File: src/rtl/irrigation_display_pkg.sv
// Shared types and glyph ROM for the irrigation-mode LED matrix display.
// Combinational lookup only; no latency, no flow control.
package irrigation_display_pkg;

    typedef enum logic [1:0] {
        MODE_OFF       = 2'b00,
        MODE_SPRINKLER = 2'b01,
        MODE_DRIPPER   = 2'b10,
        MODE_FAULT     = 2'b11
    } mode_t;

    typedef enum logic {
        ST_IDLE = 1'b0,
        ST_SCAN = 1'b1
    } scan_state_t;

    localparam int GLYPH_W = 3;
    localparam int GLYPH_H = 7;

    // g counts from the outermost stored column (0) to the centre column (GLYPH_W-1).
    function automatic logic [6:0] glyph_col(input mode_t m, input int g);
        logic [6:0] c;
        c = 7'b0000000;
        case (m)
            MODE_SPRINKLER: begin
                case (g)
                    0:       c = 7'b1011001;
                    1:       c = 7'b0011111;
                    2:       c = 7'b1111111;
                    default: c = 7'b0000000;
                endcase
            end
            MODE_DRIPPER: begin
                case (g)
                    0:       c = 7'b0001110;
                    1:       c = 7'b0100011;
                    2:       c = 7'b1111111;
                    default: c = 7'b0000000;
                endcase
            end
            MODE_FAULT: begin
                case (g)
                    2:       c = 7'b1111101;
                    default: c = 7'b0000000;
                endcase
            end
            default: c = 7'b0000000;
        endcase
        return c;
    endfunction

endpackage

File: src/rtl/irrigation_matrix_scanner_timer.sv
// Column-slot prescaler and column counter; flags slot start, dead time and frame wrap.
// Latency: flags are combinational from the counters; free-running, no backpressure.
module matrix_scan_timer #(
    parameter int COLS     = 5,
    parameter int SCAN_DIV = 1000,
    parameter int DEAD     = 1,
    parameter int PW       = $clog2(SCAN_DIV),
    parameter int CW       = (COLS > 1) ? $clog2(COLS) : 1
) (
    input  logic          clk,
    input  logic          rst,
    input  logic          run,
    input  logic          clr,
    output logic [CW-1:0] col_idx,
    output logic          slot_start,
    output logic          dead,
    output logic          frame_wrap
);

    logic [PW-1:0] presc;
    logic          presc_wrap;
    logic          col_wrap;

    assign presc_wrap = (presc == PW'(SCAN_DIV - 1));
    assign col_wrap   = (col_idx == CW'(COLS - 1));

    always_ff @(posedge clk or posedge rst) begin
        if (rst) begin
            presc   <= '0;
            col_idx <= '0;
        end else if (clr) begin
            presc   <= '0;
            col_idx <= '0;
        end else if (run) begin
            if (presc_wrap) begin
                presc   <= '0;
                col_idx <= col_wrap ? '0 : col_idx + CW'(1);
            end else begin
                presc <= presc + PW'(1);
            end
        end
    end

    assign slot_start = (presc == '0);
    assign dead       = (presc < PW'(DEAD));
    assign frame_wrap = run && presc_wrap && col_wrap;

endmodule

File: src/rtl/irrigation_matrix_scanner.sv
// Column-multiplexed LED matrix driver showing a mirrored glyph per irrigation mode, fault blinks.
// Latency: outputs registered, one cycle after enable; no backpressure (free-running scan).
module irrigation_matrix_scanner
    import irrigation_display_pkg::*;
#(
    parameter int COLS         = 5,
    parameter int ROWS         = 7,
    parameter int MODE_W       = 2,
    parameter int SCAN_DIV     = 1000,
    parameter int DEAD         = 1,
    parameter int BLINK_FRAMES = 25,
    parameter int ACTIVE_LOW   = 1
) (
    input  logic              clk,
    input  logic              rst,
    input  logic              enable,
    input  logic [MODE_W-1:0] mode,
    output logic [COLS-1:0]   col_sel,
    output logic [ROWS-1:0]   row_data,
    output logic              frame_start
);

    localparam int   FOLDS = (COLS + 1) / 2;
    localparam int   CW    = (COLS > 1) ? $clog2(COLS) : 1;
    localparam int   FW    = (BLINK_FRAMES > 1) ? $clog2(BLINK_FRAMES) : 1;
    localparam logic POL   = (ACTIVE_LOW != 0);

    scan_state_t       state;
    scan_state_t       state_nxt;
    logic [CW-1:0]     col_idx;
    logic              slot_start;
    logic              dead;
    logic              frame_wrap;
    logic [MODE_W-1:0] mode_q;
    logic [MODE_W-1:0] mode_hi;
    logic              mode_illegal;
    logic              mode_load;
    logic [FW-1:0]     frame_cnt;
    logic              blink_on;
    logic [6:0]        glyph;
    logic [31:0]       glyph_w;
    int                col_i;
    int                fold_i;
    int                g_i;
    logic [COLS-1:0]   col_nxt;
    logic [ROWS-1:0]   row_nxt;
    logic              fs_nxt;

    matrix_scan_timer #(
        .COLS     (COLS),
        .SCAN_DIV (SCAN_DIV),
        .DEAD     (DEAD),
        .PW       ($clog2(SCAN_DIV)),
        .CW       (CW)
    ) u_timer (
        .clk        (clk),
        .rst        (rst),
        .run        (enable),
        .clr        (!enable),
        .col_idx    (col_idx),
        .slot_start (slot_start),
        .dead       (dead),
        .frame_wrap (frame_wrap)
    );

    always_ff @(posedge clk or posedge rst) begin
        if (rst) begin
            state <= ST_IDLE;
        end else begin
            state <= state_nxt;
        end
    end

    always_comb begin
        state_nxt = state;
        case (state)
            ST_IDLE: if (enable)  state_nxt = ST_SCAN;
            ST_SCAN: if (!enable) state_nxt = ST_IDLE;
            default: state_nxt = ST_IDLE;
        endcase
    end

    // Mode is sampled only when a frame begins so a frame never mixes two glyphs.
    assign mode_load = ((state == ST_IDLE) && enable) || frame_wrap;

    always_ff @(posedge clk or posedge rst) begin
        if (rst) begin
            mode_q <= '0;
        end else if (mode_load) begin
            mode_q <= mode;
        end
    end

    // Blink phase keeps running through mode changes; only disable or reset restarts it.
    always_ff @(posedge clk or posedge rst) begin
        if (rst) begin
            frame_cnt <= '0;
            blink_on  <= 1'b1;
        end else if (!enable) begin
            frame_cnt <= '0;
            blink_on  <= 1'b1;
        end else if (frame_wrap) begin
            if (frame_cnt == FW'(BLINK_FRAMES - 1)) begin
                frame_cnt <= '0;
                blink_on  <= ~blink_on;
            end else begin
                frame_cnt <= frame_cnt + FW'(1);
            end
        end
    end

    assign mode_hi      = mode_q >> 2;
    assign mode_illegal = |mode_hi;

    always_comb begin
        col_i   = int'(col_idx);
        fold_i  = (col_i < (COLS - 1 - col_i)) ? col_i : (COLS - 1 - col_i);
        g_i     = fold_i - (FOLDS - GLYPH_W);
        glyph   = glyph_col(mode_t'(mode_q[1:0]), g_i);
        glyph_w = 32'(glyph);
        col_nxt = '0;
        row_nxt = '0;
        fs_nxt  = 1'b0;
        if (state_nxt == ST_SCAN) begin
            fs_nxt = slot_start && (col_idx == '0);
            if (!dead) begin
                col_nxt = COLS'(1) << col_idx;
                if (!mode_illegal && !((mode_q[1:0] == MODE_FAULT) && !blink_on)) begin
                    for (int r = 0; r < ROWS; r++) begin
                        row_nxt[r] = (r < GLYPH_H) ? glyph_w[r] : 1'b0;
                    end
                end
            end
        end
    end

    // Pins hold their physical level; reset forces the inactive level asynchronously.
    always_ff @(posedge clk or posedge rst) begin
        if (rst) begin
            col_sel     <= {COLS{POL}};
            row_data    <= {ROWS{POL}};
            frame_start <= 1'b0;
        end else begin
            col_sel     <= col_nxt ^ {COLS{POL}};
            row_data    <= row_nxt ^ {ROWS{POL}};
            frame_start <= fs_nxt;
        end
    end

    a_col_onehot: assert property (@(posedge clk) disable iff (rst)
        $onehot0(col_sel ^ {COLS{POL}}));

endmodule
File: config.mk
export PLATFORM = sky130hd
export DESIGN_NAME = irrigation_matrix_scanner
export DESIGN_NICKNAME = d
export VERILOG_FILES = /design/src/rtl/irrigation_display_pkg.sv /design/src/rtl/irrigation_matrix_scanner_timer.sv /design/src/rtl/irrigation_matrix_scanner.sv
export SDC_FILE = /design/constraint.sdc
export NUM_CORES = 1
export LEC_CHECK = 0
export BUFFER_PORTS_ARGS = -buffer_cell sky130_fd_sc_hd__buf_2
export CAP_MARGIN = 20
export CORE_AREA = 2 2 65 82
export DETAILED_ROUTE_END_ITERATION = 8
export DIE_AREA = 0 0 67 84
export HOLD_SLACK_MARGIN = 0.05
export PLACE_DENSITY_LB_ADDON = 0.08
export SLEW_MARGIN = 20
export SYNTH_ARGS = -nofsm -noshare
export SYNTH_HDL_FRONTEND = slang
export SYNTH_SLANG_ARGS = --single-unit
export TNS_END_PERCENT = 100
File: constraint.sdc
create_clock -name clk -period 2.4 [get_ports clk]
set_clock_uncertainty 0.05 [all_clocks]
set_input_delay 0.12 -clock clk [delete_from_list [all_inputs] [get_ports clk]]
set_output_delay 0.12 -clock clk [all_outputs]
set_load 0.02 [all_outputs]
==> results.cfg <==
[status]
status = finished, final reports clean

[synth]
syn_avg_cell_area_um2 = 10.29
synth.top_cells.by_area = dfrtp_1, dfstp_2, ha_1, nand2_1, a21oi_1
synth_top_area_share_pct = 31.10
yosysTopAreaCell = dfrtp_1
ys_ff_latch = 35
syn_inst = 172
ys_types = 36
ys_seq_area_share_pct = 50.39
syn-num-nets = 190
ys.warnings.count = 0
synth_area_um2 = 1770

[floorplan]
core-area_um2 = 4935
fp-row-count = 29
die_area_um2 = 5628
die_y_um = 84
fp.dieW_um = 67
start_util_pct = 35.88
num_io_pins = 18

[setup_path]
worstSetupPathType = reg2reg
critPathLaunch = u_timer.col_idx[0]$_DFFE_PP0P_
crit_arrival_ns = 2.33
setup.worst_path.start_class = register
r2r_slack_ns = 0.20
rr_startpoint = u_timer.col_idx[0]$_DFFE_PP0P_
cp-end-kind = register
crit_fanout = 7
endpoint = row_data[4]$_DFF_PP1_
r2r_cells = 7
worst_r2r_endpoint = row_data[4]$_DFF_PP1_
critical_path_required_ns = 2.52

[placed_design]
dpl.hpwl_mm = 2.511
dp_slack_ns = 0.1892
io_buffers = 17
place.gp.congestion = 0.7750

[timing]
finalWorstSetupSlack_ns = 0.1995
grt_setup_unrepaired = false
period_share_pct = 91.69
max_slew_margin_pct = 49.86
worst_pin_slew_ns = 0.7486
whs_ns = 0.4229
timing.final.crit_period_ns = 2.201
setup_viol = 0
setup_tns_ns = 0
hold_violations = 0
max_freq_mhz = 454.4
slew_viol_final = 0

[global_route]
grt_max_degree = 36
antenna_found_initial = 0
first_global_vias = 1288
overflow = 0
grt_pass1_wl_mm = 5.947
grt_usage_pct = 13.91

[routing]
ant_nets = 0
drcViolationCount = 0
wl_per_cell_um = 13.18
detail_route.vias_per_cell = 5.073
drt_pass1_iterations = 4
routed-via-count = 1329
drt_wl_total_mm = 3.453
drtIter0Drc = 85

[clock_network]
cts_max_level = 2
clk_pin_slew_ns = 0.07
clockBufferDepth = 2
clkSinkCount = 35
post_cts_buffers = 0
clk_latency_ns = 0.29
cts_tree = done
cts_buffers = 5
cts_root_buffer = clkbuf_8

[power_and_ir_drop]
leakagePower_nw = 0.8869
powerDensity_nw_per_um2 = 570.5
ir_drop_mv = 0.2327

[layout]
nets = 217
drive_gt1_share_pct = 23.00
fillers = 508
n_antenna_cell = 0
mostFrequentLayoutCells = dfrtp_1, nand2_1, buf_2
final_common_cell = dfrtp_1
syn_to_final_growth_pct = 16.11

[hold_path]
min_path_type = in2async

[job]
drv_cap = 0
## per-layer routing
layer | track usage (%) | vias to the layer above | part of all wire, %
li1 | - | 648 | -
met1 | 14.95 | 647 | 39
met2 | 24.93 | 28 | 55
met3 | 3.644 | 6 | 3.9
met4 | 5.566 | 0 | 1.7
met5 | 0 | - | 0
## sequential cells by signal (all words and copies together), names as in the netlist
register and flops:
blink_on 1, col_sel 5, frame_cnt 5, frame_start 1, mode_q 2, row_data 7, state 1, u_timer.col_idx 3
u_timer.presc 10
## synth_stat cells
master / number
dfrtp_1: 22
nand2_1: 17
dfstp_2: 13
ha_1: 13
nor2_1: 13
a21oi_1: 12
inv_1: 12
o21ai_0: 12
nand3_1: 7
xor2_1: 5
or3_1: 4
a31oi_1: 3
and2_1: 3
and3_1: 3
buf_6: 3
nor3_1: 3
xnor2_1: 3
and4_1: 2
mux2_2: 2
nor4_1: 2
o211ai_1: 2
or3b_1: 2
a21boi_0: 1
a21o_2: 1
and3_2: 1
and4b_1: 1
and4bb_1: 1
nand2b_1: 1
nand3b_1: 1
nand4_1: 1
nand4_2: 1
nand4b_1: 1
nor3b_1: 1
o31ai_1: 1
or3_2: 1
or4_1: 1
## power by group
part	internal [mW]	switching, mW
clock network	0.231	0.201
logic	0.0389	0.0714
registers	0.617	0.0131
total	0.887	0.286
## cell families after synthesis
kind of cell,count (synthesis),share of synthesized area (%)
compound gates,32,10.04
xor+xnor,8,3.958
fa+ha+maj,13,9.188
buf+inv,15,4.452
flops,35,50.39
mux,2,1.272
simple gates,67,20.71
## repair_timing
| item | 4_1_cts | 5_1_grt |
|---|---|---|
| setup endpoints to repair | 0 | 3 |
| hold buffers | 4 | 0 |
| gates resized for setup | 0 | 2 |
| endpoints found under the hold margin | 26 | 0 |
## metrics by stage
step | instances | util, % | power [mW] | instance area (um^2)
CTS | 262 | 41.46 | 1.200 | 2046
detailed placement | 250 | 38.79 | 0.7480 | 1914
finish | 262 | 41.66 | 1.173 | 2056
floorplan | 172 | - | 0.7115 | 1770
global route | 262 | 41.66 | 1.232 | 2056
global placement | 250 | 38.79 | 0.7460 | 1914
## area by class of cell
cell class	instances	area, um^2	share of cell area, %
Clock inverter	1	5.005	0.2435
Multi-Input combinational cell	122	808.3	39.32
Timing Repair Buffer	23	140.1	6.817
Tap cell	62	77.57	3.774
Sequential cell	35	893.4	43.46
Inverter	12	45.04	2.191
Clock buffer	7	86.33	4.200
## worst min-delay path by stage
stage	startpoint	to	slack, ns	cells past startpoint
floorplan	enable	state$_DFF_PP0_	0.10	0
global placement	rst	mode_q[0]$_DFFE_PP0P_	0.19	3
detailed placement	rst	mode_q[1]$_DFFE_PP0P_	0.21	3
CTS	rst	mode_q[1]$_DFFE_PP0P_	0.44	4
global route	rst	mode_q[1]$_DFFE_PP0P_	0.49	4
finish	rst	mode_q[1]$_DFFE_PP0P_	0.42	4
## critical path: stages (launching register included)
cell and delay [ns]:
dfrtp_2 0.45, inv_1 0.09, ha_1 0.27, ha_1 0.21, nor3b_1 0.33, o211ai_1 0.28, a31oi_1 0.27, o21ai_0 0.13
(Power assumes the default switching activity.)
